[src/rtl/spi_exp_pkg.sv]
// Shared types and constants for the SPI expander address path.
// Bit positions in the address byte are measured down from the byte MSB.
package spi_exp_pkg;

  typedef enum logic [1:0] {
    ST_IDLE      = 2'd0,
    ST_WAIT_ADDR = 2'd1,
    ST_DATA      = 2'd2,
    ST_ERROR     = 2'd3
  } state_t;

  localparam int DEF_DATA_W   = 8;
  localparam int DEF_ADDR_W   = 4;
  localparam int DEF_NUM_REGS = 16;

  // Offsets from the address-byte MSB: auto-step enable, then direction.
  localparam int STEP_BIT_OFS = 1;
  localparam int DIR_BIT_OFS  = 2;

  function automatic int step_bit_pos(input int data_w);
    return data_w - STEP_BIT_OFS;
  endfunction

  function automatic int dir_bit_pos(input int data_w);
    return data_w - DIR_BIT_OFS;
  endfunction

endpackage

[src/rtl/addr_wrap_counter.sv]
// Loadable register-address counter that steps up or down by one and wraps
// inside 0..NUM_REGS-1 instead of the full power-of-two range.
module addr_wrap_counter #(
  parameter int ADDR_W   = 4,
  parameter int NUM_REGS = 16
) (
  input  logic              clk,
  input  logic              rst,
  input  logic              load,
  input  logic [ADDR_W-1:0] load_val,
  input  logic              step,
  input  logic              dec,
  output logic [ADDR_W-1:0] count
);

  localparam logic [ADDR_W-1:0] LAST = ADDR_W'(NUM_REGS - 1);
  localparam logic [ADDR_W-1:0] ONE  = ADDR_W'(1);

  logic [ADDR_W-1:0] count_up;
  logic [ADDR_W-1:0] count_dn;

  always_comb begin
    count_up = (count == LAST) ? '0 : count + ONE;
    count_dn = (count == '0) ? LAST : count - ONE;
  end

  // Load beats step so a fresh address byte is never disturbed by a late strobe.
  always_ff @(posedge clk) begin
    if (rst) begin
      count <= '0;
    end else if (load) begin
      count <= load_val;
    end else if (step) begin
      count <= dec ? count_dn : count_up;
    end
  end

endmodule

[src/rtl/spi_addr_sequencer.sv]
// Address sequencer between the SPI byte deserialiser and the expander register file.
// Optional build macro ADDR_DECREMENT_EN enables a down-step direction bit in the address byte.
module spi_addr_sequencer
  import spi_exp_pkg::*;
#(
  parameter int DATA_W   = DEF_DATA_W,
  parameter int ADDR_W   = DEF_ADDR_W,
  parameter int NUM_REGS = DEF_NUM_REGS
) (
  input  logic              clk,
  input  logic              rst,
  input  logic              frame_start,
  input  logic              frame_end,
  input  logic              byte_valid,
  input  logic [DATA_W-1:0] byte_data,
  output logic [ADDR_W-1:0] addr_out,
  output logic              addr_valid,
  output logic              reg_strobe,
  output logic              addr_err,
  output state_t            state_dbg
);

  localparam int STEP_BIT = step_bit_pos(DATA_W);
`ifdef ADDR_DECREMENT_EN
  localparam int DIR_BIT  = dir_bit_pos(DATA_W);
`endif

  // Handshake: byte_valid is a one-cycle pulse with no back-pressure. A byte is
  // consumed only in WAIT_ADDR or DATA, only when no frame event shares its cycle,
  // and (in DATA) only while reg_strobe is low; any other byte is silently dropped.

  state_t            state;
  state_t            state_nxt;
  logic              inc_en;
  logic              inc_en_nxt;
  logic              dec_en;
  logic              dec_en_nxt;
  logic              strobe_nxt;
  logic              err_nxt;
  logic              valid_nxt;
  logic              load;
  logic              addr_ok;
  logic [ADDR_W-1:0] addr_field;
  logic              unused_byte_bits;

  assign addr_field       = byte_data[ADDR_W-1:0];
  assign addr_ok          = (int'(addr_field) < NUM_REGS);
  assign unused_byte_bits = ^byte_data;
  assign state_dbg        = state;

  always_comb begin
    state_nxt  = state;
    inc_en_nxt = inc_en;
    dec_en_nxt = dec_en;
    strobe_nxt = 1'b0;
    err_nxt    = addr_err;
    load       = 1'b0;

    // Frame events dominate; any byte in the same cycle is dropped.
    if (frame_start) begin
      state_nxt = ST_WAIT_ADDR;
      err_nxt   = 1'b0;
    end else if (frame_end) begin
      state_nxt = ST_IDLE;
    end else begin
      case (state)
        ST_WAIT_ADDR: begin
          if (byte_valid) begin
            if (addr_ok) begin
              load       = 1'b1;
              inc_en_nxt = byte_data[STEP_BIT];
`ifdef ADDR_DECREMENT_EN
              dec_en_nxt = byte_data[DIR_BIT];
`else
              dec_en_nxt = 1'b0;
`endif
              state_nxt  = ST_DATA;
            end else begin
              err_nxt   = 1'b1;
              state_nxt = ST_ERROR;
            end
          end
        end
        ST_DATA: begin
          if (byte_valid && !reg_strobe) begin
            strobe_nxt = 1'b1;
          end
        end
        default: begin
        end
      endcase
    end

    valid_nxt = (state_nxt == ST_DATA);
  end

  always_ff @(posedge clk) begin
    if (rst) begin
      state      <= ST_IDLE;
      inc_en     <= 1'b0;
      dec_en     <= 1'b0;
      addr_valid <= 1'b0;
      reg_strobe <= 1'b0;
      addr_err   <= 1'b0;
    end else begin
      state      <= state_nxt;
      inc_en     <= inc_en_nxt;
      dec_en     <= dec_en_nxt;
      addr_valid <= valid_nxt;
      reg_strobe <= strobe_nxt;
      addr_err   <= err_nxt;
    end
  end

  // The address steps on the edge that ends the strobe, so the strobe sees the target.
  addr_wrap_counter #(
    .ADDR_W   (ADDR_W),
    .NUM_REGS (NUM_REGS)
  ) u_counter (
    .clk      (clk),
    .rst      (rst),
    .load     (load),
    .load_val (addr_field),
    .step     (reg_strobe & inc_en),
    .dec      (dec_en),
    .count    (addr_out)
  );

endmodule

[config.mk]
export PLATFORM = sky130hd
export DESIGN_NAME = spi_addr_sequencer
export DESIGN_NICKNAME = d
export VERILOG_FILES = /design/src/rtl/spi_exp_pkg.sv /design/src/rtl/addr_wrap_counter.sv /design/src/rtl/spi_addr_sequencer.sv
export SDC_FILE = /design/constraint.sdc
export NUM_CORES = 1
export LEC_CHECK = 0
export ABC_AREA = 1
export BUFFER_PORTS_ARGS = -buffer_cell sky130_fd_sc_hd__buf_2
export CAP_MARGIN = 5
export CORE_AREA = 2 2 39 41
export DETAILED_ROUTE_END_ITERATION = 8
export DIE_AREA = 0 0 41 43
export HOLD_SLACK_MARGIN = 0.1
export PLACE_DENSITY = 0.68
export SLEW_MARGIN = 20
export SYNTH_ARGS = -nofsm -noshare
export SYNTH_HDL_FRONTEND = slang
export SYNTH_HIERARCHICAL = 1
export SYNTH_SLANG_ARGS = --single-unit
[constraint.sdc]
create_clock -name clk -period 1.7 [get_ports clk]
set_clock_uncertainty 0.2 [all_clocks]
set_input_delay 0.085 -clock clk [delete_from_list [all_inputs] [get_ports clk]]
set_output_delay 0.085 -clock clk [all_outputs]
set_load 0.1 [all_outputs]
==> results of run 1 <==
==> final timing paths <==
path	startpoint	end	slack, ns	cells past startpoint
worst max-delay path	frame_end	u_counter/count[3]$_SDFFE_PP0P_	0.17	10
worst min register to register	reg_strobe$_SDFF_PP0_	reg_strobe$_SDFF_PP0_	0.22	1
worst max register to register	u_counter/count[0]$_SDFFE_PP0P_	u_counter/count[2]$_SDFFE_PP0P_	0.33	7
worst min-delay path	reg_strobe$_SDFF_PP0_	reg_strobe$_SDFF_PP0_	0.22	1
==> state kept, by name (all words and copies together) (netlist names) <==
signal and flops:
inc_en 1, state_dbg 2, u_counter/count 4, reg_strobe 1, addr_valid 1
==> worst max-delay path, cell delays in order <==
cell	delay (ns)
dlygate4sd3_1	0.53
buf_2	0.15
nor2_4	0.12
inv_1	0.07
nor2_4	0.18
inv_2	0.09
nor2_1	0.09
nor2_1	0.04
nand2_1	0.08
a21oi_2	0.05
==> placed cells by master, fill, tap and decap left out, types with 2 or more instances in the layout <==
cell	count
inv_2	3
inv_1	10
nand3_1	7
nand2_1	16
nor2_2	2
buf_2	17
clkbuf_4	3
conb_1	5
dfxtp_4	2
dfxtp_1	2
nand4_1	3
a21oi_1	3
a21oi_2	2
ha_1	2
dfxtp_2	5
dlygate4sd3_1	9
nor2_1	8
nor2_4	2
==> kinds of logic (layout without fill, tap and decap cells) <==
logic type,Yosys count,after routing,share of synthesized area
simple gates,41,41,0.358
buf+inv,14,43,0.107
compound gates,10,10,0.123
flops,9,9,0.341
fa+ha+maj,2,2,0.0474
other cells,1,5,0.00710
xor+xnor,1,1,0.0166
==> through the flow <==
stage / power (mW) / hold WS [ns] / std cells
finish: 0.480 / 0.220 / 127
global route: 0.516 / 0.236 / 127
CTS: 0.490 / 0.295 / 129
detailed placement: 0.303 / 0.139 / 114
global placement: 0.302 / 0.134 / 114
floorplan: 0.283 / -0.0599 / 82
==> cell usage after synthesis <==
cell     count
inv_2        3
nand2_1     16
nor2_2       3
a31oi_1      1
ha_1         2
xor2_1       1
nor2_1       9
nand3_2      1
a21oi_1      3
a21oi_2      2
nand3_1      7
conb_1       1
buf_4        1
nor4_1       1
o21ai_0      1
nand4_1      3
o21a_1       1
and2_1       1
inv_1       10
a31o_1       1
dfxtp_1      9
o21ai_1      1
==> layout make-up <==
cell class / count / area (um^2) / share of cell area
Inverter: 13 / 48.8 / 0.0623
Sequential cell: 9 / 194 / 0.248
Tap cell: 16 / 20.0 / 0.0256
Timing Repair Buffer: 26 / 175 / 0.224
Clock buffer: 4 / 26.3 / 0.0335
Multi-Input combinational cell: 59 / 319 / 0.407
==> power groups by stage <==
| stage | registers, mW | logic (mW) | clock network [mW] |
|---|---|---|---|
| detailed placement | 0.223 | 0.0804 | 0 |
| finish | 0.218 | 0.100 | 0.161 |
| CTS | 0.218 | 0.0982 | 0.174 |
| global placement | 0.223 | 0.0797 | 0 |
| floorplan | 0.247 | 0.0358 | 0 |
| global route | 0.218 | 0.109 | 0.188 |
==> layer usage <==
metal,track usage,wire length (um)
met1,0.153,511
met2,0.297,668
met3,0.0471,57
met4,0.0800,5
met5,0,0
==> what timing repair did <==
action                     in CTS  in global routing
resized for setup               0                  3
hold buffers                   11                  0
hold endpoints to repair        9                  0
setup endpoints to repair       0                  4
==> results_dict.tcl, run 1 <==
set metrics [dict create \
    grt_first_pass_wirelength_um 1940 \
    nets 127 \
    synth_area_leaders "dfxtp_1, nand2_1, inv_1" \
    syn-cell-area_um2 528 \
    final_area_um2 783 \
    routed_via_density 4.61 \
    setup_ws_ns 0.172 \
    antenna_cells 0 \
    crit_type "primary input to flip-flop" \
    grt_max_degree 8 \
    synthDistinctLibCells 22 \
    preCtsSetupSlack_ns 0.296 \
    avgRoutedWirePerCell_um 9.78 \
    grt_setup_unrepaired "false" \
    portBuffers 17 \
    place_area_um2 654 \
    num_rows 14 \
    drv_cap 0 \
    path_clk_slew_ns 0.06 \
    die-area_um2 1760 \
    seqPwrFrac 0.455 \
    crit_required_ns 1.65 \
    p_int_mw 0.338 \
    cts_htree_levels 1 \
    slew_violations 0 \
    cp_data_arrival_time_ns 1.47 \
    fillers 147 \
    syn_inst 78 \
    max-vdd-ir-drop_v 0.000346 \
    period_minus_slack_ns 1.53 \
    routed_wirelength_um 1240 \
    first_pass_iters 4 \
    path_max_fanout 6 \
    cts_buffer_depth 2 \
    grt_overflow 0 \
    power_frac_clock 0.336 \
    die_x_um 41 \
    fmax_ghz 0.654 \
    postLayoutCoreUtil 0.566 \
    first_global_vias 538 \
    hold_viol 0 \
    setup_tns_ns 0 \
    die_h_um 43 \
    dpl.hpwl_um 848 \
    root_buffer "clkbuf_4" \
    crit_path_start_kind "primary input" \
    vias 586 \
    coreArea_um2 1380 \
    hold_path.class "flip-flop to flip-flop" \
    end_kind "flip-flop" \
    min_period_over_period 0.899 \
    cts_tree "yes" \
    drive_gt1_frac 0.333 \
    insertion_delay_ns 0.25 \
    syn_area_per_cell_um2 6.77 \
    p_sw_frac 0.296 \
    power_switching_mw 0.142 \
    status "complete, no violations" \
    initial_core_util 0.382 \
    antenna_found_initial 0 \
    dr.first_iter.drc_count 3 \
    p_leak_nw 0.379 \
    drc_errors 0 \
    p_per_area_nw_per_um2 612 \
    finalSetupViolCount 0 \
    post_cts_buffers 0 \
    synth_area_leader_cell "dfxtp_1" \
    yosys_warnings 6 \
    final_antenna_net_count 0 \
    combPwrFrac 0.209 \
    post-synth-top-area-fraction 0.341 \
    io_pins 22 \
    place.gp.congestion 0.717 \
    area_delta_synth_final_pct 48.3 \
    track_usage 0.164 \
    cts_num_sinks 9 \
    synth_seq_area_share 0.341 \
    cts_made_buffers 3 \
    ys_ff_latch 9 \
]
Note: power is estimated with default switching activity, not from simulation.
==> run 2: changes to the inputs <==
==> constraint.sdc (replaced) <==
create_clock -name clk -period 1.9 [get_ports clk]
set_clock_uncertainty 0.2 [all_clocks]
set_input_delay 0.095 -clock clk [delete_from_list [all_inputs] [get_ports clk]]
set_output_delay 0.095 -clock clk [all_outputs]
set_load 0.05 [all_outputs]
==> run 2 against run 1 <==
  * Clock power decreased by 11%
  * Cell area decreased by 0.80%
  * Combinational power decreased by 27%
  * Flip-flop and latch count unchanged
  * Worst hold slack improved by 0.067 ns
  * Total power decreased by 14%
  * Sequential power decreased by 9.6%
  * Sequential share of layout area decreased by 1.6 points
  * First-iteration DRC count increased by 100%
  * Non-clock buffer count increased by 2
  * Clock-buffer cell count unchanged
  * Largest cell class unchanged
==> results_dict.tcl, run 2 (same netlist as run 1, synthesis figures left out) <==
set metrics [dict create \
    finalSetupViolCount 0 \
    whs_ns 0.287 \
    largest_reg_flops 4 \
    area_delta_synth_final_pct 47.2 \
    min_period_over_period 0.916 \
    final_area_um2 777 \
    setup_ws_ns 0.160 \
    cts_num_sinks 9 \
    drive_gt1_frac 0.257 \
    reg2reg_slack_ns 0.22 \
    path_clk_slew_ns 0.06 \
    dpl.hpwl_um 831 \
    grt_overflow 0 \
    portBuffers 17 \
    grt_max_degree 8 \
    whs_endpoint "inc_en$_SDFFE_PP0P_" \
    period_minus_slack_ns 1.74 \
    hp-start "inc_en$_SDFFE_PP0P_" \
    postLayoutCoreUtil 0.561 \
    hold_path.class "flip-flop to flip-flop" \
    cts_tree "yes" \
    routed_wirelength_um 1210 \
    final_cells 129 \
    fmax_ghz 0.575 \
    place.gp.congestion 0.713 \
    preCtsSetupSlack_ns 0.438 \
    post_cts_buffers 0 \
    cts_buffer_depth 2 \
    root_buffer "clkbuf_4" \
    worstRegToRegCells 5 \
    routed_via_density 4.54 \
    grt_setup_unrepaired "false" \
    avgRoutedWirePerCell_um 9.36 \
    crit_required_ns 1.90 \
    insertion_delay_ns 0.26 \
    regMostFlops "u_counter/count" \
    final_cell_mix "buf_2, nand2_1, dlygate4sd3_1" \
    crit_start "frame_start" \
    die_x_um 41 \
    vias 586 \
    status "complete, no violations" \
    max-vdd-ir-drop_v 0.000328 \
    drv_cap 0 \
    dp.cells 114 \
    p_per_area_nw_per_um2 532 \
    place_area_um2 641 \
    grt_first_pass_wirelength_um 2000 \
    setup_tns_ns 0 \
    final_antenna_net_count 0 \
    first_pass_iters 4 \
    r2r_start "state_dbg[0]$_SDFF_PP0_" \
    end_kind "flip-flop" \
    nets 129 \
    cts_made_buffers 3 \
    dr.first_iter.drc_count 6 \
    num_rows 14 \
    coreArea_um2 1380 \
    fin_total_pwr_mw 0.414 \
    die_h_um 43 \
    first_global_vias 529 \
    cts_htree_levels 1 \
    crit_type "primary input to flip-flop" \
    io_pins 22 \
    whs_path_depth 2 \
    die-area_um2 1760 \
    slew_violations 0 \
    drc_errors 0 \
    path_max_fanout 3 \
    antenna_cells 0 \
    track_usage 0.169 \
    cp_data_arrival_time_ns 1.74 \
    antenna_found_initial 0 \
    crit_path_start_kind "primary input" \
    initial_core_util 0.382 \
    final_common_cell "buf_2" \
    timing.rr.end "addr_valid$_SDFF_PP0_" \
    hold_viol 0 \
    p_leak_nw 0.386 \
]
## run 2: timing repair
item,4_1_cts,5_1_grt
gates resized for setup,0,0
hold endpoints to repair,9,0
endpoints found under the setup margin,0,0
hold buffers,11,0
## run 2: worst max-delay path by stage
stage	end	slack, ns	cells past startpoint
after floorplan	u_counter/count[1]$_SDFFE_PP0P_	0.13	5
after global placement	u_counter/count[1]$_SDFFE_PP0P_	0.46	5
after detailed placement	u_counter/count[1]$_SDFFE_PP0P_	0.44	5
after CTS	reg_strobe$_SDFF_PP0_	0.21	6
after global routing	reg_strobe$_SDFF_PP0_	0.06	6
final	reg_strobe$_SDFF_PP0_	0.16	6
## run 2: report_power, final
group | internal (mW) | switching [mW]
clock | 0.0807 | 0.0631
sequential | 0.192 | 0.00459
combinational | 0.0321 | 0.0406
## run 2: area by class of cell
class,count,area (um^2)
fill,144,607
multi-input combinational,59,307
timing repair buffer,28,195
sequential,9,180
inverter,13,48.8
clock buffer,4,26.3
tap,16,20.0
## run 2: per-layer routing
metal,global-route usage,wire (um)
met1,0.179,529
met2,0.297,610
met3,0.0314,52
met4,0.0800,15
met5,0,0
## run 2: critical path, stage by stage
cell and delay [ns]:
dlygate4sd3_1 0.54, buf_2 0.14, nor2_2 0.13, nand2_1 0.10, nor4_1 0.16, dlygate4sd3_1 0.58
==> run 3: changes to the inputs <==
ABC_AREA = default   (was 1)
CAP_MARGIN = 20   (was 5)
PLACE_DENSITY = 0.69   (was 0.68)
==> run 3 against run 2 <==
  * Flip-flop and latch count unchanged
  * Cell area is 3.9% higher
  * Global-route usage down 2.3 points
  * Cell count down 12%
  * Die area stayed put
  * Combinational power grew 7.6%
  * Core utilization increased by 2.2 points
  * Synthesized cell count down 21%
  * Largest power group unchanged
  * Highest routed layer unchanged
==> results_dict.tcl, run 3 <==
set metrics [dict create \
    status "complete, no violations" \
    yosys_warnings 6 \
    synth-xor-area-share 0.0483 \
    crit_required_ns 1.90 \
    root_buffer "clkbuf_4" \
    coreArea_um2 1380 \
    period_minus_slack_ns 1.85 \
    grt_max_degree 11 \
    hold_path.class "flip-flop to flip-flop" \
    crit_type "primary input to flip-flop" \
    path_clk_slew_ns 0.06 \
    slew_violations 0 \
    synthAdderAreaFrac 0.0460 \
    cts_buffer_depth 2 \
    dpl.hpwl_um 796 \
    max-vdd-ir-drop_v 0.000293 \
    area_delta_synth_final_pct 48.3 \
    die-area_um2 1760 \
    setup_tns_ns 0 \
    track_usage 0.146 \
    regMostFlops "u_counter/count" \
    cts_htree_levels 1 \
    die_h_um 43 \
    synth_area_leaders "dfxtp_1, a21oi_1, nor2_1" \
    fmax_ghz 0.540 \
    routed_wirelength_um 1090 \
    syn_inst 62 \
    crit_path_start_kind "primary input" \
    antenna_found_initial 0 \
    drive_gt1_frac 0.265 \
    whs_path_depth 2 \
    final_cell_mix "buf_2, dlygate4sd3_1, dfxtp_1" \
    final_common_cell "buf_2" \
    synth-main-ff-cell "dfxtp_1" \
    syn_area_per_cell_um2 8.78 \
    synth_mux_area_frac 0.0368 \
    routed_via_density 4.70 \
    grt_overflow 0 \
    syn-cell-area_um2 544 \
    die_x_um 41 \
    largest_reg_flops 4 \
    post-synth-top-area-fraction 0.331 \
    critPathMaxStageDelay_ns 0.55 \
    synth_top_family_by_area "simple AND/OR/NAND/NOR gates" \
    grt_setup_unrepaired "false" \
    place.gp.congestion 0.607 \
    cts_made_buffers 3 \
    synthDistinctLibCells 29 \
    worstPathCellList "dlygate4sd3_1 -> buf_2 -> or3_4 -> a21oi_1 -> dlygate4sd3_1" \
    post_cts_resize_count 0 \
    post_cts_buffers 0 \
    p_per_area_nw_per_um2 520 \
    vias 536 \
    synth_seq_area_share 0.331 \
    dr.first_iter.drc_count 1 \
    cts_tree "yes" \
    first_pass_iters 2 \
    worstRegToRegCells 4 \
    p_leak_nw 0.361 \
    finalSetupViolCount 0 \
    synth_area_leader_cell "dfxtp_1" \
    holdBufCountCts 12 \
    min_period_over_period 0.975 \
    hold_viol 0 \
    synth_enable_flop_cells 0 \
    async_flop_share 0 \
    cp_common_cell "dlygate4sd3_1" \
    post-synth-top-count-cell "dfxtp_1" \
    synth_compound_area_frac 0.193 \
    avgRoutedWirePerCell_um 9.57 \
    first_global_vias 487 \
    final_antenna_net_count 0 \
    synth_simple_gate_area_share 0.269 \
    end_kind "flip-flop" \
    cp_data_arrival_time_ns 1.85 \
    portBuffers 17 \
    cp_slowest_cell "dlygate4sd3_1" \
    ys_ff_latch 9 \
    cts_num_sinks 9 \
    grt_first_pass_wirelength_um 1790 \
    insertion_delay_ns 0.25 \
    synth_commonest_cells "dfxtp_1, a21oi_1, nor2_1" \
    io_pins 22 \
    num_rows 14 \
    initial_core_util 0.393 \
    nets 114 \
    drc_errors 0 \
    fin_total_pwr_mw 0.420 \
    path_max_fanout 3 \
    drv_cap 0 \
    antenna_cells 0 \
]
## run 3: cell count changes in the layout (fill, tap and decap cells not counted), moves of 2 or more
cell      change
a21o_1        +2
a21oi_1       +5
a21oi_2       -2
inv_1         -4
inv_2         -2
mux2i_1       +2
nand2_1      -15
nand2b_1      +3
nand3_1       -7
nand4_1       -2
nor2_1        -2
nor2_2        -3
xnor2_1       +3
## run 3: kinds of logic after synthesis
logic type	after synthesis
other	1
buffers and inverters	9
xor gates and xnor gates	3
DFF	9
muxes	2
and+or+nand+nor	19
AOI/OAI and AO/OA	17
adders and majority gates	2
## run 3: path summary, 6_finish.rpt
path / start / end / slack (ns)
setup / recovery: frame_end / addr_valid$_SDFF_PP0_ / 0.05
hold / removal: inc_en$_SDFFE_PP0P_ / inc_en$_SDFFE_PP0P_ / 0.28
setup reg to reg: state_dbg[1]$_SDFF_PP0_ / state_dbg[0]$_SDFF_PP0_ / 0.30
hold reg to reg: inc_en$_SDFFE_PP0P_ / inc_en$_SDFFE_PP0P_ / 0.28
## run 3: metal layers
| metal | part of all wire | track usage | vias up | wire length, um |
|---|---|---|---|---|
| met4 | 0.0046 | 0.0600 | 0 | 5 |
| met5 | 0 | 0 | - | 0 |
| met3 | 0.046 | 0.0314 | 2 | 50 |
| met1 | 0.46 | 0.165 | 242 | 499 |
| met2 | 0.49 | 0.247 | 13 | 536 |
| li1 | - | - | 279 | - |
## run 3: cell type report
type                            count  area [um^2]
Tap cell                           16         20.0
Timing Repair Buffer               30          213
Fill cell                         130          577
Inverter                            7         26.3
Clock buffer                        4         26.3
Sequential cell                     9          180
Multi-Input combinational cell     48          342
## run 3: worst max-delay path: cells and delay by family
family                 cells  cell delay, ns
buffers and inverters      3            1.23
and+or+nand+nor            1            0.41
AOI/OAI and AO/OA          1            0.12
## run 3: metrics by stage
stage,utilization,cell area (um^2),hold slack (ns),setup WS (ns),cells
floorplan,-,559,-0.0326,0.0309,66
global placement,0.477,661,0.133,0.360,98
detailed placement,0.477,661,0.138,0.343,98
CTS,0.583,807,0.283,0.0630,114
global route,0.583,807,0.302,0.0116,114
finish,0.583,807,0.276,0.0482,114
## run 3: report_power, final
| group | internal, mW | total (mW) | switching (mW) |
|---|---|---|---|
| logic | 0.0381 | 0.0782 | 0.0402 |
| clock network | 0.0807 | 0.144 | 0.0636 |
| registers | 0.192 | 0.197 | 0.00505 |
